==> src/rtl/audio_pkg.sv <==
// Shared types and helpers for the audio mixer.
//   TIA_LUT  : 32-entry TIA volume curve indexed by tia_vol0 + tia_vol1
//   acc_t    : signed mix accumulator type
//   SAT_MAX / SAT_MIN : 16-bit signed output range
//   saturate : clamps an accumulator value to 16 bits and flags clipping
package audio_pkg;

  localparam int ACC_W = 24;

  typedef logic signed [ACC_W-1:0] acc_t;

  localparam acc_t SAT_MAX = acc_t'(32767);
  localparam acc_t SAT_MIN = -acc_t'(32768);

  localparam logic [15:0] TIA_LUT [0:31] = '{
    16'h0000, 16'h0842, 16'h0FFF, 16'h1745, 16'h1E1D, 16'h2492, 16'h2AAA, 16'h306E,
    16'h35E4, 16'h3B13, 16'h3FFF, 16'h44AE, 16'h4924, 16'h4D64, 16'h5173, 16'h5554,
    16'h590A, 16'h5C97, 16'h5FFF, 16'h6343, 16'h6665, 16'h6968, 16'h6C4D, 16'h6F17,
    16'h71C6, 16'h745C, 16'h76DA, 16'h7942, 16'h7B95, 16'h7DD3, 16'h7FFF, 16'hFFFF
  };

  typedef struct packed {
    logic [15:0] value;
    logic        clip;
  } sat_t;

  function automatic sat_t saturate(input acc_t x);
    sat_t r;
    if (x > SAT_MAX) begin
      r.value = 16'h7FFF;
      r.clip  = 1'b1;
    end else if (x < SAT_MIN) begin
      r.value = 16'h8000;
      r.clip  = 1'b1;
    end else begin
      r.value = x[15:0];
      r.clip  = 1'b0;
    end
    return r;
  endfunction

endpackage

==> src/rtl/audio_dcblock.sv <==
// Single-channel DC blocking filter: y = x - x_prev + y_prev - (y_prev >>> DC_SHIFT).
// y_out is combinational from x_in and the stored history; history advances
// only on cycles where valid_in is high.
//   clk_sys, reset : clock and synchronous active-high reset (clears history)
//   valid_in, x_in : sample qualifier and input sample
//   valid_out, y_out : filtered sample, aligned with valid_in
module audio_dcblock #(
  parameter int ACC_W    = 24,
  parameter int DC_SHIFT = 10
) (
  input  logic                    clk_sys,
  input  logic                    reset,
  input  logic                    valid_in,
  input  logic signed [ACC_W-1:0] x_in,
  output logic                    valid_out,
  output logic signed [ACC_W-1:0] y_out
);

  logic signed [ACC_W-1:0] x_prev_q, x_prev_d;
  logic signed [ACC_W-1:0] y_prev_q, y_prev_d;
  logic signed [ACC_W-1:0] y_now;

  always_comb begin
    y_now    = x_in - x_prev_q + y_prev_q - (y_prev_q >>> DC_SHIFT);
    x_prev_d = x_prev_q;
    y_prev_d = y_prev_q;
    if (valid_in) begin
      x_prev_d = x_in;
      y_prev_d = y_now;
    end
  end

  always_ff @(posedge clk_sys) begin
    if (reset) begin
      x_prev_q <= '0;
      y_prev_q <= '0;
    end else begin
      x_prev_q <= x_prev_d;
      y_prev_q <= y_prev_d;
    end
  end

  assign valid_out = valid_in;
  assign y_out     = y_now;

endmodule

==> src/rtl/audio_mixer.sv <==
// Stereo audio mixer: TIA volume lookup + POKEY + signed YM, optional DC
// blocking, 16-bit saturation with clip reporting.
// Optional feature macro: AUDIO_MIXER_DCBLOCK_EN (DC blocker in stage 3).
// Ports:
//   clk_sys, reset          : clock, synchronous active-high reset
//   ce_in                   : sample strobe; inputs captured when high
//   mute                    : zeroes the mix input of that sample
//   tia_vol0/1, pokey_in, ym_l, ym_r : audio sources
//   clr_clip                : clears clip_count (wins over a same-cycle clip)
//   audio_l, audio_r        : signed 16-bit outputs, held between samples
//   out_valid, clip         : one-cycle pulses for each new sample
//   clip_count              : saturating count of clipped samples
// Handshake: valid-only, no backpressure. A ce_in cycle enters stage 1 and
// its valid bit moves one stage every clock; out_valid pulses three clock
// edges after the ce_in cycle. Every ce_in produces exactly one out_valid.
module audio_mixer #(
  parameter int DC_SHIFT = 10,
  parameter int ACC_W    = 24
) (
  input  logic        clk_sys,
  input  logic        reset,
  input  logic        ce_in,
  input  logic        mute,
  input  logic [3:0]  tia_vol0,
  input  logic [3:0]  tia_vol1,
  input  logic [15:0] pokey_in,
  input  logic [15:0] ym_l,
  input  logic [15:0] ym_r,
  input  logic        clr_clip,
  output logic [15:0] audio_l,
  output logic [15:0] audio_r,
  output logic        out_valid,
  output logic        clip,
  output logic [7:0]  clip_count
);
  import audio_pkg::*;

  typedef logic signed [ACC_W-1:0] mix_t;

  if (DC_SHIFT < 1 || DC_SHIFT >= ACC_W) begin : g_bad_dc_shift
    $error("audio_mixer: DC_SHIFT out of range");
  end

  // Stage 1: capture
  logic               s1_valid_q;
  logic [14:0]        tia_s_q, tia_s_d, pk_s_q, pk_s_d;
  logic signed [15:0] ym_l_q, ym_l_d, ym_r_q, ym_r_d;
  logic               mute_q, mute_d;
  logic [4:0]         idx;
  logic [15:0]        lut_val;

  // Stage 2: sum
  logic s2_valid_q;
  mix_t x_l_q, x_l_d, x_r_q, x_r_d;

  // Stage 3: filter + saturate
  logic        out_valid_q;
  logic [15:0] audio_l_q, audio_l_d, audio_r_q, audio_r_d;
  logic        clip_q, clip_d;
  logic [7:0]  clip_count_q, clip_count_d;
  logic        y_valid;
  mix_t        y_l, y_r;
  sat_t        sat_l, sat_r;
  logic        clip_any;

  always_comb begin
    idx     = {1'b0, tia_vol0} + {1'b0, tia_vol1};
    lut_val = TIA_LUT[idx];
    tia_s_d = tia_s_q;
    pk_s_d  = pk_s_q;
    ym_l_d  = ym_l_q;
    ym_r_d  = ym_r_q;
    mute_d  = mute_q;
    if (ce_in) begin
      tia_s_d = lut_val[15:1];
      pk_s_d  = pokey_in[15:1];
      ym_l_d  = ym_l;
      ym_r_d  = ym_r;
      mute_d  = mute;
    end
  end

  always_comb begin
    x_l_d = x_l_q;
    x_r_d = x_r_q;
    if (s1_valid_q) begin
      if (mute_q) begin
        x_l_d = '0;
        x_r_d = '0;
      end else begin
        // Unsigned sources zero-extend; YM sign-extends.
        x_l_d = mix_t'(tia_s_q) + mix_t'(pk_s_q) + mix_t'(ym_l_q);
        x_r_d = mix_t'(tia_s_q) + mix_t'(pk_s_q) + mix_t'(ym_r_q);
      end
    end
  end

`ifdef AUDIO_MIXER_DCBLOCK_EN
  logic y_valid_l, y_valid_r;

  audio_dcblock #(.ACC_W(ACC_W), .DC_SHIFT(DC_SHIFT)) u_dc_l (
    .clk_sys  (clk_sys),
    .reset    (reset),
    .valid_in (s2_valid_q),
    .x_in     (x_l_q),
    .valid_out(y_valid_l),
    .y_out    (y_l)
  );

  audio_dcblock #(.ACC_W(ACC_W), .DC_SHIFT(DC_SHIFT)) u_dc_r (
    .clk_sys  (clk_sys),
    .reset    (reset),
    .valid_in (s2_valid_q),
    .x_in     (x_r_q),
    .valid_out(y_valid_r),
    .y_out    (y_r)
  );

  assign y_valid = y_valid_l & y_valid_r;
`else
  assign y_valid = s2_valid_q;
  assign y_l     = x_l_q;
  assign y_r     = x_r_q;
`endif

  always_comb begin
    sat_l        = saturate(acc_t'(y_l));
    sat_r        = saturate(acc_t'(y_r));
    clip_any     = y_valid & (sat_l.clip | sat_r.clip);
    audio_l_d    = audio_l_q;
    audio_r_d    = audio_r_q;
    clip_d       = clip_any;
    clip_count_d = clip_count_q;
    if (y_valid) begin
      audio_l_d = sat_l.value;
      audio_r_d = sat_r.value;
    end
    if (clr_clip) begin
      clip_count_d = '0;
    end else if (clip_any && clip_count_q != 8'hFF) begin
      clip_count_d = clip_count_q + 8'd1;
    end
  end

  always_ff @(posedge clk_sys) begin
    if (reset) begin
      s1_valid_q   <= 1'b0;
      tia_s_q      <= '0;
      pk_s_q       <= '0;
      ym_l_q       <= '0;
      ym_r_q       <= '0;
      mute_q       <= 1'b0;
      s2_valid_q   <= 1'b0;
      x_l_q        <= '0;
      x_r_q        <= '0;
      out_valid_q  <= 1'b0;
      audio_l_q    <= '0;
      audio_r_q    <= '0;
      clip_q       <= 1'b0;
      clip_count_q <= '0;
    end else begin
      s1_valid_q   <= ce_in;
      tia_s_q      <= tia_s_d;
      pk_s_q       <= pk_s_d;
      ym_l_q       <= ym_l_d;
      ym_r_q       <= ym_r_d;
      mute_q       <= mute_d;
      s2_valid_q   <= s1_valid_q;
      x_l_q        <= x_l_d;
      x_r_q        <= x_r_d;
      out_valid_q  <= y_valid;
      audio_l_q    <= audio_l_d;
      audio_r_q    <= audio_r_d;
      clip_q       <= clip_d;
      clip_count_q <= clip_count_d;
    end
  end

  assign audio_l    = audio_l_q;
  assign audio_r    = audio_r_q;
  assign out_valid  = out_valid_q;
  assign clip       = clip_q;
  assign clip_count = clip_count_q;

endmodule

==> config.mk <==
export PLATFORM = sky130hd
export DESIGN_NAME = audio_mixer
export DESIGN_NICKNAME = d
export VERILOG_FILES = /design/src/rtl/audio_pkg.sv /design/src/rtl/audio_dcblock.sv /design/src/rtl/audio_mixer.sv
export SDC_FILE = /design/constraint.sdc
export NUM_CORES = 1
export LEC_CHECK = 0
export ABC_AREA = 1
export CORE_ASPECT_RATIO = 1.75
export CORE_MARGIN = 2
export CORE_UTILIZATION = 23
export DETAILED_ROUTE_END_ITERATION = 12
export DONT_BUFFER_PORTS = 1
export PLACE_DENSITY = 0.34
export SKIP_CTS_REPAIR_TIMING = 1
export SYNTH_ARGS = -nofsm -noshare
export SYNTH_HDL_FRONTEND = slang
export SYNTH_HIERARCHICAL = 1
export SYNTH_SLANG_ARGS = --single-unit
==> constraint.sdc <==
create_clock -name clk_sys -period 3.8 [get_ports clk_sys]
set_input_delay 0.57 -clock clk_sys [delete_from_list [all_inputs] [get_ports clk_sys]]
set_output_delay 0.57 -clock clk_sys [all_outputs]
set_load 0.01 [all_outputs]
==> PnR_summary.wiki <==
{| class="wikitable"
! Metric !! Value
|-
| TritonCTS clock tree || done
|-
| # IOs || 103
|-
| Yosys warns || 6
|-
| Clock latency of the later-clocked register in the worst-skew pair || 440 ps
|-
| Net total in the final layout || 1375
|-
| Clock-pin slew reported for the worst setup and hold paths after clock tree synthesis || 60 ps
|-
| Data arrival time at the worst-slack endpoint || between 3000 and 4000 ps
|-
| Maximum number of pins on one net before global-route repair || 79
|-
| Overall die height || between 200 and 300 um
|-
| Slew Limit Fails || 0
|-
| Overflow left after global routing || 0
|-
| 1st-iter DRT viols || 301
|-
| Netlist cell types || 39
|-
| Cell count after synthesis || between 1000 and 1500
|-
| HPWL after detailed placement || 22700 um
|-
| Number of antenna violations at the first check in global routing || 0
|-
| Core ar. || roughly 0.036 sq mm
|-
| Sinks on the clock net || roughly 140
|-
| Finished Core Util || 0.264
|-
| Area growth, synth to finish || 13.2%
|-
| Headroom to the max-slew limit || 0.393
|-
| Count of unresolved DRC violations after routing || 0
|-
| Highest attainable clock frequency || 298 MHz
|-
| Cell at the root of the clock tree || sky130_fd_sc_hd__clkbuf_16
|-
| H-tree depth || 4
|-
| Final clock skew || 9.15 ps
|-
| Average via count per standard cell || 4.53
|-
| DR WL/cell || 16.7 um
|-
| Fraction of final layout cells with drive strength greater than 1 || 0.0539
|-
| RePlAce Congestion || 0.840
|-
| Final clock period utilization by the worst path || 0.883
|-
| Final setup viols || 0
|-
| Crit. End Element || flop
|-
| Via count of the first global-routing pass || 8009
|-
| Die Area || 0.0381 sq mm
|-
| Total global routing track utilization || 0.156
|-
| LEAKAGE || ~4.1 nW
|-
| Commonest cells after routing, fill and taps aside || sky130_fd_sc_hd__nand2_1 (303), sky130_fd_sc_hd__nor2_1 (167), sky130_fd_sc_hd__dfxtp_1 (143)
|-
| Largest fanout on the critical path || 5
|-
| Net count after synthesis || 1385
|-
| Port Buffer Count || 0
|-
| CTS buffer count || 17
|-
| Seq/Total Area, Yosys || 0.341
|-
| Power Density || 482 mW/mm^2
|-
| Final-report hold violation count || 0
|-
| Global-route wire length before repair || roughly 45000 um
|-
| Die extent in x || 148 um
|-
| Wire length reported by the detailed router || 29000 um
|-
| Status || completed
|-
| Type of the worst setup path || flop to flop
|-
| Reported max-cap violation count || 0
|-
| Cell Rows || 92
|-
| Most frequent standard cell in the layout excluding fill and tap cells || sky130_fd_sc_hd__nand2_1
|-
| Syn Area/Cell || between 6 and 7 sq um
|-
| Clock buffer depth || 2
|-
| Slew at the pin closest to its max-slew limit || 910 ps
|-
| #FFs+latches synth || 143
|-
| Power consumption || 0.00459 W
|-
| Cell Area, Synth || ~0.0084 sq mm
|-
| Required time of the worst setup path || 4170 ps
|-
| Shortest clock period the worst path allows after layout || 3360 ps
|-
| Routed via count || 7849
|-
| Hold Crit Class || input pin to flop
|-
| Nature of the critical path startpoint || flop
|-
| Initial core utilization || 0.233
|-
| Routed Antenna Nets || 0
|-
| Number of search-and-repair iterations in the first detailed-routing pass || 5
|-
| VDD IR max || 0.299 mV
|}
[final cells by class]
cell class / instances / area, sq um
Inverter: 109 / 409
Multi-Input combinational cell: 959 / 4940
Clock buffer: 20 / 457
Clock inverter: 12 / 110
Antenna cell: 2 / 5.00
Fill cell: 4107 / 26500
Sequential cell: 143 / 2860
Tap cell: 470 / 588
Timing Repair Buffer: 18 / 135
[state kept, by name, indices dropped and copies added (netlist names)]
register,cells
ym_r_q,16
audio_r,16
mute_q,1
clip_count,8
out_valid,1
s2_valid_q,1
tia_s_q,15
pk_s_q,15
s1_valid_q,1
clip,1
x_l_q,18
x_r_q,18
ym_l_q,16
audio_l,16
[power by group]
group | switching [W] | total (W) | internal [W] | leakage, nW
clock | 0.000706 | 0.00164 | 0.000936 | 0.269
sequential | 0.0000692 | 0.00167 | 0.00160 | 1.17
combinational | 0.000851 | 0.00128 | 0.000425 | 2.70
total | 0.00163 | 0.00459 | 0.00296 | 4.14
[cell usage after synthesis]
cell type                   count  area [sq um]
sky130_fd_sc_hd__inv_1        102           383
sky130_fd_sc_hd__nand4_1        8          50.1
sky130_fd_sc_hd__xor2_1         8          70.1
sky130_fd_sc_hd__nor2_2         2          12.5
sky130_fd_sc_hd__nor2_1       167           627
sky130_fd_sc_hd__a22oi_1        1          7.51
sky130_fd_sc_hd__xor2_4         1          27.5
sky130_fd_sc_hd__xnor2_1        5          43.8
sky130_fd_sc_hd__and2_1         2          12.5
sky130_fd_sc_hd__buf_4          2          15.0
sky130_fd_sc_hd__nor3_1        13          65.1
sky130_fd_sc_hd__o21ai_2        1          8.76
sky130_fd_sc_hd__a21o_1         5          37.5
sky130_fd_sc_hd__or2_2          2          12.5
sky130_fd_sc_hd__inv_2          5          18.8
sky130_fd_sc_hd__buf_6          1          11.3
sky130_fd_sc_hd__nand3_2        1          10.0
sky130_fd_sc_hd__o21ai_1        8          40.0
sky130_fd_sc_hd__xnor2_2        1          16.3
sky130_fd_sc_hd__o21bai_1       3          22.5
sky130_fd_sc_hd__nor4_1         1          6.26
sky130_fd_sc_hd__ha_1          62           776
sky130_fd_sc_hd__a31oi_1        4          25.0
sky130_fd_sc_hd__nand2_2        2          12.5
sky130_fd_sc_hd__buf_1          6          22.5
sky130_fd_sc_hd__fa_1           4          80.1
sky130_fd_sc_hd__o21ai_0      130           651
sky130_fd_sc_hd__o31ai_1        1          7.51
sky130_fd_sc_hd__buf_2          2          10.0
sky130_fd_sc_hd__a2bb2oi_1      2          17.5
sky130_fd_sc_hd__clkinv_1       2          7.51
sky130_fd_sc_hd__a21oi_1      141           706
sky130_fd_sc_hd__dfxtp_1      143          2860
sky130_fd_sc_hd__o211ai_1       4          30.0
sky130_fd_sc_hd__clkbuf_1      36           135
sky130_fd_sc_hd__nor2_4         1          11.3
sky130_fd_sc_hd__nand2_1      303          1140
sky130_fd_sc_hd__nand3b_1      11          82.6
sky130_fd_sc_hd__nand3_1       65           325
[metrics by stage]
step	hold slack (ps)	area (sq um)	setup slack [ps]	TNS, ps	std cells
4_1_cts	178	9490	214	0	1731
6_report	217	9500	444	0	1733
3_3_place_gp	446	8930	259	0	1699
2_1_floorplan	442	8400	939	0	1258
3_5_place_dp	447	8930	222	0	1699
5_1_grt	184	9500	-20.1	-20.5	1731
[logic make-up after synthesis]
group,synth area share
AND/OR/NAND/NOR,0.282
flip-flops,0.341
XOR/XNOR,0.0188
AO/OA/AOI/OAI,0.185
buffers and inverters,0.0718
adder cells (fa/ha/maj),0.102
[path summary, 6_finish.rpt]
kind,start,end,slack [ps],cells past startpoint
setup / recovery,tia_s_q[2]$_SDFFE_PP0P_,x_l_q[14]$_SDFFE_PP0P_,440,16
hold reg to reg,x_r_q[0]$_SDFFE_PP0P_,x_r_q[0]$_SDFFE_PP0P_,460,2
hold / removal,reset,audio_r[0]$_SDFFE_PP0P_,220,1
setup reg to reg,tia_s_q[2]$_SDFFE_PP0P_,x_l_q[14]$_SDFFE_PP0P_,440,16
[metal layers]
layer / GRT usage / wire (um) / vias to the layer above
li1: - / - / 4133
met1: 0.157 / 11000 / 3548
met2: 0.304 / 16000 / 126
met3: 0.0258 / 823 / 42
met4: 0.0743 / 1100 / 0
met5: 0 / 0 / -
[critical path: stages, from the launching register on]
cell,delay (ps)
sky130_fd_sc_hd__dfxtp_1,330
sky130_fd_sc_hd__ha_1,380
sky130_fd_sc_hd__a21oi_1,190
sky130_fd_sc_hd__o21ai_0,90
sky130_fd_sc_hd__nor2_1,270
sky130_fd_sc_hd__o21bai_1,170
sky130_fd_sc_hd__xor2_1,480
sky130_fd_sc_hd__ha_1,400
sky130_fd_sc_hd__nand2_1,100
sky130_fd_sc_hd__nand2_1,70
sky130_fd_sc_hd__a21oi_1,230
sky130_fd_sc_hd__nor2_1,80
sky130_fd_sc_hd__nor2_1,140
sky130_fd_sc_hd__nand2_1,70
sky130_fd_sc_hd__nand2_1,60
sky130_fd_sc_hd__nand3_1,90
sky130_fd_sc_hd__a21oi_1,140
No activity file was read; power rests on OpenSTA's default activity.
